==> config.mk <==
export PLATFORM = sky130hd
export DESIGN_NAME = alu_cmd_sequencer
export DESIGN_NICKNAME = d
export VERILOG_FILES = /design/src/rtl/alu_cmd_sequencer.sv
export SDC_FILE = /design/constraint.sdc
export NUM_CORES = 1
export LEC_CHECK = 0
export CORE_MARGIN = 4
export CORE_UTILIZATION = 50
export CTS_BUF_LIST = sky130_fd_sc_hd__clkbuf_8
export CTS_CLUSTER_SIZE = 40
export DETAILED_ROUTE_END_ITERATION = 6
export PLACE_DENSITY_LB_ADDON = 0.08
export SYNTH_ARGS = -nofsm -noshare
export SYNTH_HDL_FRONTEND = slang
export SYNTH_SLANG_ARGS = --single-unit
==> constraint.sdc <==
create_clock -name clk -period 5.45 [get_ports clk]
set_clock_uncertainty 0.2 [all_clocks]
set_input_delay 1.09 -clock clk [delete_from_list [all_inputs] [get_ports clk]]
set_output_delay 1.09 -clock clk [all_outputs]
set_load 0.05 [all_outputs]
==> src/rtl/alu_cmd_sequencer.sv <==
// Command sequencer and result FIFO in front of the 2-bit ALU.
// Optional build macro ALU_SEQ_ERRCHK_EN: illegal opcodes 6/7 are blocked and flagged in the FIFO.
//
// state   | meaning
// IDLE    | waiting for a command; ALU inputs hold their last values
// SETTLE  | ALU inputs stable, counting down the settle interval
// CAPTURE | push ALU result and opcode into the result FIFO
module alu_cmd_sequencer #(
  parameter int unsigned SETTLE_CYCLES = 1,
  parameter int unsigned DEPTH         = 4
) (
  input  logic       clk,
  input  logic       rst_n,
  input  logic       cmd_valid,
  output logic       cmd_ready,
  input  logic [2:0] cmd_op,
  input  logic [1:0] cmd_a,
  input  logic [1:0] cmd_b,
  output logic [1:0] A,
  output logic [1:0] B,
  output logic [2:0] select,
  input  logic [3:0] ALU_Out,
  output logic       res_valid,
  input  logic       res_ready,
  output logic [3:0] res_data,
  output logic [2:0] res_op,
  output logic       res_err,
  output logic       busy
);

  localparam int unsigned PW = $clog2(DEPTH);
  localparam int unsigned CW = PW + 1;
  localparam logic [3:0]    SETTLE_LOAD = 4'(SETTLE_CYCLES - 1);
  localparam logic [CW-1:0] DEPTH_C     = CW'(DEPTH);
`ifdef ALU_SEQ_ERRCHK_EN
  localparam int unsigned EW = 8;
`else
  localparam int unsigned EW = 7;
`endif

  typedef enum logic [1:0] {IDLE, SETTLE, CAPTURE} state_t;

  state_t        state_q, state_d;
  logic [3:0]    settle_q, settle_d;
  logic [1:0]    a_q, a_d, b_q, b_d;
  logic [2:0]    sel_q, sel_d;
  logic [2:0]    op_q, op_d;
  logic [PW-1:0] wr_ptr_q, wr_ptr_d, rd_ptr_q, rd_ptr_d;
  logic [CW-1:0] count_q, count_d;
  logic          accept, push, pop;
  logic [EW-1:0] push_entry, head_entry;
  logic [EW-1:0] mem_q [DEPTH];
`ifdef ALU_SEQ_ERRCHK_EN
  logic          err_q, err_d;
  logic          bad_op;
`endif

  assign cmd_ready = (state_q == IDLE) && (count_q < DEPTH_C);
  assign accept    = cmd_valid && cmd_ready;
  assign pop       = res_ready && (count_q != '0);
  assign busy      = (state_q != IDLE);

  always_comb begin
    state_d  = state_q;
    settle_d = settle_q;
    a_d      = a_q;
    b_d      = b_q;
    sel_d    = sel_q;
    op_d     = op_q;
    push     = 1'b0;
`ifdef ALU_SEQ_ERRCHK_EN
    err_d    = err_q;
    bad_op   = cmd_op[2] & cmd_op[1];
`endif
    case (state_q)
      IDLE: begin
        if (accept) begin
          op_d     = cmd_op;
          settle_d = SETTLE_LOAD;
          state_d  = SETTLE;
`ifdef ALU_SEQ_ERRCHK_EN
          err_d = bad_op;
          if (!bad_op) begin
            a_d   = cmd_a;
            b_d   = cmd_b;
            sel_d = cmd_op;
          end
`else
          a_d   = cmd_a;
          b_d   = cmd_b;
          sel_d = cmd_op;
`endif
        end
      end
      SETTLE: begin
        if (settle_q == 4'd0) state_d = CAPTURE;
        else                  settle_d = settle_q - 4'd1;
      end
      CAPTURE: begin
        push    = 1'b1;
        state_d = IDLE;
      end
      default: state_d = IDLE;
    endcase
  end

`ifdef ALU_SEQ_ERRCHK_EN
  assign push_entry = err_q ? {4'h0, op_q, 1'b1} : {ALU_Out, op_q, 1'b0};
`else
  assign push_entry = {ALU_Out, op_q};
`endif

  // Space was reserved at acceptance, so push never needs a full check.
  always_comb begin
    wr_ptr_d = wr_ptr_q;
    rd_ptr_d = rd_ptr_q;
    count_d  = count_q;
    if (push) wr_ptr_d = wr_ptr_q + PW'(1);
    if (pop)  rd_ptr_d = rd_ptr_q + PW'(1);
    case ({push, pop})
      2'b10:   count_d = count_q + CW'(1);
      2'b01:   count_d = count_q - CW'(1);
      default: count_d = count_q;
    endcase
  end

  always_ff @(posedge clk or negedge rst_n) begin
    if (!rst_n) begin
      state_q  <= IDLE;
      settle_q <= 4'd0;
      a_q      <= 2'd0;
      b_q      <= 2'd0;
      sel_q    <= 3'd0;
      op_q     <= 3'd0;
      wr_ptr_q <= '0;
      rd_ptr_q <= '0;
      count_q  <= '0;
`ifdef ALU_SEQ_ERRCHK_EN
      err_q    <= 1'b0;
`endif
    end else begin
      state_q  <= state_d;
      settle_q <= settle_d;
      a_q      <= a_d;
      b_q      <= b_d;
      sel_q    <= sel_d;
      op_q     <= op_d;
      wr_ptr_q <= wr_ptr_d;
      rd_ptr_q <= rd_ptr_d;
      count_q  <= count_d;
`ifdef ALU_SEQ_ERRCHK_EN
      err_q    <= err_d;
`endif
    end
  end

  always_ff @(posedge clk) begin
    if (push) mem_q[wr_ptr_q] <= push_entry;
  end

  assign A      = a_q;
  assign B      = b_q;
  assign select = sel_q;

  // Head outputs are forced to zero while empty so stale storage never shows.
  assign res_valid  = (count_q != '0);
  assign head_entry = res_valid ? mem_q[rd_ptr_q] : '0;
`ifdef ALU_SEQ_ERRCHK_EN
  assign res_data = head_entry[7:4];
  assign res_op   = head_entry[3:1];
  assign res_err  = head_entry[0];
`else
  assign res_data = head_entry[6:3];
  assign res_op   = head_entry[2:0];
  assign res_err  = 1'b0;
`endif

endmodule

==> results of run 1 <==
## cell usage after synthesis
cell	n	area, µm²
nor2b_1	1	6.26
mux2_2	2	22.5
nand2_1	5	18.8
nor3_1	1	5.00
or4b_4	1	13.8
mux2_4	5	75.1
nand3_1	1	5.00
or2_2	2	12.5
or3b_2	1	8.76
fa_1	1	20.0
edfxtp_1	28	841
a21boi_0	1	7.51
nor4_1	1	6.26
mux4_2	7	158
and2_1	12	75.1
xor2_1	3	26.3
a21oi_1	1	5.00
nor2_1	3	11.3
or2b_1	1	7.51
dfrtp_1	20	500
ha_1	6	75.1
nand3b_1	1	7.51
buf_2	1	5.00
buf_6	1	11.3
buf_4	1	7.51
xnor2_1	3	26.3
o21ai_0	1	5.00
nand2b_1	1	6.26
clkbuf_1	3	11.3
inv_1	8	30.0
mux2i_1	4	40.0
or3_2	1	7.51
conb_1	1	3.75
## kinds of logic (layout without fill, tap and decap cells)
group	count (synthesis)	in the layout	share of synthesized area, %
AOI/OAI and AO/OA	3	3	0.849
and+or+nand+nor	32	32	9.28
other	1	1	0.182
muxes	18	18	14.3
xor gates and xnor gates	6	6	2.55
adders and majority gates	7	7	4.61
buffers and inverters	14	47	3.16
DFF	48	48	65.0
## worst max path at each step
stage                             from           to
3_5_place_dp   rd_ptr_q[0]$_DFFE_PN0P_  res_data[3]
4_1_cts        rd_ptr_q[0]$_DFFE_PN0P_  res_data[3]
3_3_place_gp   rd_ptr_q[0]$_DFFE_PN0P_    res_op[2]
2_1_floorplan   count_q[0]$_DFFE_PN0P_  res_data[0]
5_1_grt        rd_ptr_q[0]$_DFFE_PN0P_    res_op[1]
6_report       rd_ptr_q[0]$_DFFE_PN0P_    res_op[2]
## per-stage QoR
step                      instances  area (µm²)
after floorplan                 129        2060
after global placement          204        2400
after detailed placement        204        2400
after CTS                       212        2480
after global routing            212        2480
final                           212        2480
## per-layer routing
| layer | GRT usage (%) | vias up | routed length (µm) |
|---|---|---|---|
| met5 | 0 | - | 0 |
| met4 | 5.64 | 0 | 56 |
| met3 | 4.43 | 5 | 171 |
| met2 | 25.7 | 30 | 1740 |
| met1 | 17.4 | 542 | 1410 |
| li1 | - | 513 | - |
## worst max-delay path, delay by kind of cell, from the launching register on
| family | cells | cell delay [ps] |
|---|---|---|
| simple gates | 1 | 160 |
| flops | 1 | 680 |
| buf+inv | 1 | 700 |
| mux | 1 | 560 |
## placed cells by master, fill, tap and decap left out, types with 2 or more instances in the layout
master            n
and2_1           12
edfxtp_1         28
ha_1              6
or2_2             2
mux2_4            5
xnor2_1           3
xor2_1            3
nor2_1            3
inv_1             8
nand2_1           5
clkdlybuf4s50_1  31
mux2_2            2
mux4_2            7
dfrtp_1          20
clkinv_2          2
mux2i_1           4
clkbuf_8          5
## cell type report
cell class,instances,area share [%]
Clock buffer,5,2.77
Multi-Input combinational cell,67,26.4
Tap cell,50,2.52
Clock inverter,3,0.554
Sequential cell,48,54.0
Inverter,8,1.21
Timing Repair Buffer,31,12.5
## registers in the layout, summed over array words and instances (netlist names)
register	flops
state_q	2
settle_q	4
wr_ptr_q	2
A	2
mem_q	28
count_q	3
op_q	3
B	2
rd_ptr_q	2
## power by group
group / switching (µW) / leakage (µW) / internal, µW
clock: 108 / 0.0000453 / 87.1
combinational: 444 / 0.000427 / 328
sequential: 98.0 / 0.000496 / 492
total: 650 / 0.000968 / 907
==> results_dict.tcl, run 1 <==
set metrics [dict create \
    power.leakage_uw 0.000968 \
    syn_area_mm2 0.00206 \
    clk_latency_ps 290 \
    power.density_mw_per_mm2 627 \
    syn_nets 151 \
    initial_core_util_pct 51.5 \
    fill_cells 296 \
    cp-end-kind "output port" \
    routabilityCongestion 0.752 \
    synth-seq-cells 48 \
    cpMaxStageDelayCell "clkdlybuf4s50_1" \
    slowest_delay_ps 700 \
    synth.distinct_cells 33 \
    arrival_ps 2390 \
    whs_ps 307 \
    numCtsBuffers 5 \
    ctsResizeCount 0 \
    clkTransAtPathRegs_ps 80 \
    synth_cells 129 \
    wl_um 3380 \
    fin_setup_tns_ps 0 \
    min_from "count_q[0]$_DFFE_PN0P_" \
    register_area_mm2 0.00134 \
    peakVddDrop_mv 0.363 \
    max-cap-violations 0 \
    rr_worst_depth 8 \
    ios 33 \
    remaining_drc_errors 0 \
    antenna_found_initial 0 \
    chipHeight_um 72.2 \
    setup_viol 0 \
    p_total_uw 1560 \
    firstDrtPassIters 4 \
    max_freq_mhz 271 \
    drt_iter0_markers 48 \
    status "finished clean" \
    cp_max_fo 9 \
    grt_max_degree 21 \
    antenna_left 0 \
    hold_end "count_q[0]$_DFFE_PN0P_" \
    final.period_utilization_pct 67.6 \
    drive_gt1_share_pct 16.0 \
    portBuffers 31 \
    n_antenna_cell 0 \
    min_period_ps 3680 \
    required_ps 4160 \
    synth.avg_cell_area_um2 16.0 \
    ys_warn_count 0 \
    crit_chain "mux4_2 -> and2_1 -> clkdlybuf4s50_1" \
    timing.rr.start "count_q[0]$_DFFE_PN0P_" \
    hold_depth 1 \
    r2r-end "count_q[2]$_DFFE_PN0P_" \
    layout_setup_ws_ps 1770 \
    wl_per_cell_um 15.9 \
    vias_per_cell 5.14 \
    htree_num_levels 2 \
    core_region_area_mm2 0.00400 \
    grt_pass1_vias 1183 \
    cts_tree "built" \
    vias 1090 \
    timing.final.max_slew_violations 0 \
    ctsHoldBuffers 0 \
    cts_max_path_buffers 2 \
    r2r_setup_slack_ps 3050 \
    worstSetupPathType "flip-flop to output port" \
    tightestPinTransition_ps 905 \
    grt_pass1_wl_um 5700 \
    die_width_um 72.2 \
    clock-root-buffer "clkbuf_8" \
    critPathLaunchType "flip-flop" \
    row_count 23 \
    dieArea_mm2 0.00522 \
    relSlewSlack_pct 39.5 \
    multi_input_area_um2 656 \
    hold_path_class "flip-flop to flip-flop" \
    finalHoldViolCount 0 \
    grt_use_total_pct 14.9 \
    cts_sinks 48 \
    area_growth_syn_to_layout_pct 20.4 \
    grt_overflow 0 \
    rsz0062_at_grt "no" \
    pre_cts_ws_ps 2030 \
    layout.nets 183 \
    post-cts-setup-buffers 0 \
    post-route-util_pct 62.1 \
    synth_seq_area_share_pct 65.0 \
]
No activity file was read; power rests on OpenSTA's default activity.
==> run 2, diff against run 1 <==
Clock period 5.45 ns to 3.7 ns, I/O delays scaled along.
==> run 2 against run 1 <==
Sequential share of layout area unchanged. Combinational power is 48% higher. Register-to-register slack got worse by 1700 ps. Largest cell class unchanged. Clock power increased by 48%.
==> results_dict.tcl, run 2 (same netlist as run 1, synthesis figures left out) <==
set metrics [dict create \
    cp_max_fo 9 \
    timing.final.max_slew_violations 0 \
    fin_setup_tns_ps 0 \
    remaining_drc_errors 0 \
    vias_per_cell 5.21 \
    cts_tree "built" \
    final.period_utilization_pct 90.1 \
    crit_start "rd_ptr_q[0]$_DFFE_PN0P_" \
    row_count 23 \
    grt_pass1_vias 1213 \
    initial_core_util_pct 51.5 \
    setup_viol 0 \
    ctsResizeCount 0 \
    tightestPinTransition_ps 931 \
    relSlewSlack_pct 37.7 \
    antenna_left 0 \
    rr_worst_depth 8 \
    slowest_delay_ps 700 \
    layout.nets 183 \
    core_region_area_mm2 0.00400 \
    cp-end-kind "output port" \
    grt_overflow 0 \
    max_freq_mhz 300 \
    numCtsBuffers 5 \
    power.leakage_uw 0.000968 \
    die_width_um 72.2 \
    clkTransAtPathRegs_ps 80 \
    rsz0062_at_grt "no" \
    cts_sinks 48 \
    crit_chain "mux4_2 -> and2_1 -> clkdlybuf4s50_1" \
    ctsHoldBuffers 0 \
    routabilityCongestion 0.752 \
    firstDrtPassIters 4 \
    grt_max_degree 21 \
    chipHeight_um 72.2 \
    grt_pass1_wl_um 5850 \
    timing.rr.start "count_q[0]$_DFFE_PN0P_" \
    drive_gt1_share_pct 16.0 \
    area_growth_syn_to_layout_pct 20.4 \
    clock-root-buffer "clkbuf_8" \
    worstSetupPathType "flip-flop to output port" \
    portBuffers 31 \
    drt_iter0_markers 50 \
    dp_hpwl_um 2460 \
    cpMaxStageDelayCell "clkdlybuf4s50_1" \
    status "finished clean" \
    antenna_found_initial 0 \
    critPathLaunchType "flip-flop" \
    arrival_ps 2390 \
    wl_um 3480 \
    clk_latency_ps 290 \
    vias 1105 \
    required_ps 2760 \
    post-cts-setup-buffers 0 \
    largest_reg_flops 28 \
    n_antenna_cell 0 \
    grt_use_total_pct 15.1 \
    min_period_ps 3330 \
    max-cap-violations 0 \
    whs_ps 308 \
    finalHoldViolCount 0 \
    min_from "count_q[0]$_DFFE_PN0P_" \
    cts_max_path_buffers 2 \
    dieArea_mm2 0.00522 \
    wl_per_cell_um 16.4 \
    top_register "mem_q" \
    final_cell_mix "31 x clkdlybuf4s50_1, 28 x edfxtp_1, 20 x dfrtp_1" \
    peakVddDrop_mv 0.544 \
    htree_num_levels 2 \
    reg.largest.list "mem_q: 28 flops, settle_q: 4 flops" \
    ios 33 \
    power.density_mw_per_mm2 927 \
    hold_depth 1 \
    hold_path_class "flip-flop to flip-flop" \
    final_common_cell "clkdlybuf4s50_1" \
]
-- run 2: cell counts in the layout (fill, tap and decap cells not counted) --
Identical to the previous run, type by type.
-- run 2: worst paths after layout --
| kind | end | slack (ps) |
|---|---|---|
| min in group asynchronous | count_q[2]$_DFFE_PN0P_ | 760 |
| max | res_op[2] | 370 |
| max reg2reg | count_q[2]$_DFFE_PN0P_ | 1310 |
| min | count_q[0]$_DFFE_PN0P_ | 310 |
| max in group asynchronous | wr_ptr_q[0]$_DFFE_PN0P_ | 1970 |
| min reg2reg | count_q[0]$_DFFE_PN0P_ | 310 |
-- run 2: cell type report --
type	count	area, µm²
clock buffer	5	68.8
clock inverter	3	13.8
fill	313	1520
inverter	8	30.0
multi-input combinational	67	656
sequential	48	1340
tap	50	62.6
timing repair buffer	31	310
-- run 2: critical path: cells and delay by family, from the launching register on --
kind	cells	cell delay, ps
buffers and inverters	1	700
flip-flops	1	670
multiplexers	1	560
AND/OR/NAND/NOR	1	170
-- run 2: power breakdown --
part | total, µW | switching (µW) | leakage (µW) | internal (µW)
Combinational | 1140 | 657 | 0.000427 | 484
Sequential | 868 | 143 | 0.000496 | 725
Clock | 291 | 163 | 0.0000453 | 128
-- run 2: stage by stage --
stage,util [%],cell area (µm²),total power [µW],setup slack (ps),instances
after CTS,62.1,2480,2330,311,212
after global routing,62.1,2480,2440,210,212
after global placement,60.0,2400,1990,678,204
final,62.1,2480,2300,368,212
after detailed placement,60.0,2400,2030,643,204
after floorplan,-,2060,1690,1130,129
-- run 2: metal layers --
metal	vias up	part of all wire [%]	track usage, %
li1	519	-	-
met1	550	42	18.3
met2	32	51	25.4
met3	4	4.9	4.16
met4	0	1.5	6.26
met5	-	0	0
==> run 3, diff against run 2 <==
Settings changed: CORE_MARGIN 4 to 2, SLEW_MARGIN set to 20.
Clock period 3.7 ns to 4.3 ns, I/O delays scaled along.
==> run 3 against run 2 <==
Clock power grew 7%. Global-route usage grew 1.5 points. Critical path depth is the same. Largest cell class unchanged. Die area shrank 11%. Core utilization grew 1.1 points. Final cell count is the same.
==> results_dict.tcl, run 3 (same netlist as run 1, synthesis figures left out) <==
set metrics [dict create \
    min_period_ps 3430 \
    post-cts-setup-buffers 0 \
    rsz0062_at_grt "no" \
    initial_core_util_pct 51.9 \
    ctsResizeCount 0 \
    wl_per_cell_um 15.1 \
    cp_max_fo 9 \
    dieArea_mm2 0.00465 \
    chipHeight_um 68.2 \
    multi_input_area_um2 656 \
    max-cap-violations 0 \
    clk_latency_ps 300 \
    remaining_drc_errors 0 \
    hold_path_class "flip-flop to flip-flop" \
    routabilityCongestion 0.728 \
    largest_reg_flops 28 \
    pre_cts_ws_ps 1150 \
    core_region_area_mm2 0.00397 \
    peakVddDrop_mv 0.389 \
    cts_sinks 48 \
    antenna_found_initial 0 \
    clock-root-buffer "clkbuf_8" \
    timing.final.max_slew_violations 0 \
    finalHoldViolCount 0 \
    antenna_left 0 \
    fin_setup_tns_ps 0 \
    final_common_cell "clkdlybuf4s50_1" \
    register_area_mm2 0.00134 \
    vias_per_cell 5.18 \
    max_freq_mhz 291 \
    grt_pass1_vias 1135 \
    critPathLaunchType "flip-flop" \
    required_ps 3240 \
    slowest_delay_ps 690 \
    status "finished clean" \
    cts_tree "built" \
    drive_gt1_share_pct 16.0 \
    final_cell_mix "31 x clkdlybuf4s50_1, 28 x edfxtp_1, 20 x dfrtp_1" \
    htree_num_levels 2 \
    numCtsBuffers 5 \
    drt_iter0_markers 21 \
    grt_use_total_pct 16.6 \
    ios 33 \
    portBuffers 31 \
    grt_pass1_wl_um 5400 \
    layout.nets 183 \
    setup_viol 0 \
    cts_max_path_buffers 2 \
    die_width_um 68.2 \
    clkTransAtPathRegs_ps 90 \
    tightestPinTransition_ps 880 \
    top_register "mem_q" \
    critPathBufInv 1 \
    wl_um 3190 \
    fill_cells 293 \
    worstSetupPathType "flip-flop to output port" \
    n_antenna_cell 0 \
    power.density_mw_per_mm2 807 \
    row_count 23 \
    grt_overflow 0 \
    cp-end-kind "output port" \
    reg.largest.list "mem_q: 28 flops, settle_q: 4 flops" \
    power.leakage_uw 0.000982 \
    dpl_cell_area_mm2 0.00240 \
    vias 1099 \
    firstDrtPassIters 4 \
    crit_chain "mux4_2 -> and2_1 -> clkdlybuf4s50_1" \
    area_growth_syn_to_layout_pct 21.6 \
    cpMaxStageDelayCell "clkdlybuf4s50_1" \
    dp_hpwl_um 2270 \
    grt_max_degree 21 \
    critPathTopFamily "buffers and inverters" \
    layout_setup_ws_ps 866 \
    postLayoutCellArea_mm2 0.00251 \
    arrival_ps 2370 \
    relSlewSlack_pct 41.1 \
    ctsHoldBuffers 0 \
    post-route-util_pct 63.1 \
    final.period_utilization_pct 79.9 \
]
## run 3: changes by cell type in the layout (fill, tap and decap cells not counted), sizes merged
cell / before / now
clkinv: 3 / 1
inv: 8 / 9
bufinv: 0 / 1
## run 3: layout make-up
cell class / count / share of cell area (%)
inverter: 8 / 1.20
timing repair buffer: 31 / 12.4
tap: 50 / 2.50
clock buffer: 5 / 2.74
clock inverter: 3 / 1.55
multi-input combinational: 67 / 26.1
sequential: 48 / 53.5
## run 3: worst reg2reg max path, cell delays in order (launching register included)
cell	delay, ps
dfrtp_1	410
or3_2	580
and2_1	230
ha_1	220
inv_1	70
fa_1	180
xor2_1	150
nor2_1	70
xor2_1	140
## run 3: routing by layer
metal | track usage, % | vias up | wire length, µm
met5 | 0 | - | 0
li1 | - | 515 | -
met1 | 20.9 | 545 | 1410
met2 | 26.1 | 33 | 1570
met4 | 7.25 | 0 | 54
met3 | 5.59 | 6 | 166
## run 3: power breakdown
part           leakage, µW  total [µW]  switching, µW  internal (µW)
Sequential        0.000496         745            122            624
Clock            0.0000593         310            140            170
Combinational     0.000427         967            553            414
## run 3: worst paths after layout
path                       cells after the start                       to               startpoint  slack (ps)
hold / removal                                 1   count_q[0]$_DFFE_PN0P_   count_q[0]$_DFFE_PN0P_         320
min in group asynchronous                      1  rd_ptr_q[1]$_DFFE_PN0P_                    rst_n         850
max in group asynchronous                      1         B[0]$_DFFE_PN0P_                    rst_n        2500
setup reg to reg                               8   count_q[2]$_DFFE_PN0P_   count_q[0]$_DFFE_PN0P_        1940
hold reg to reg                                1   count_q[0]$_DFFE_PN0P_   count_q[0]$_DFFE_PN0P_         320
setup / recovery                               3                res_op[2]  rd_ptr_q[0]$_DFFE_PN0P_         870
## run 3: per-stage QoR
step	cells	hold slack, ps	power, µW
after CTS	212	313	2040
after detailed placement	204	296	1730
after global placement	204	276	1710
final	212	316	2020
after global routing	212	333	2150
after floorplan	129	257	1460
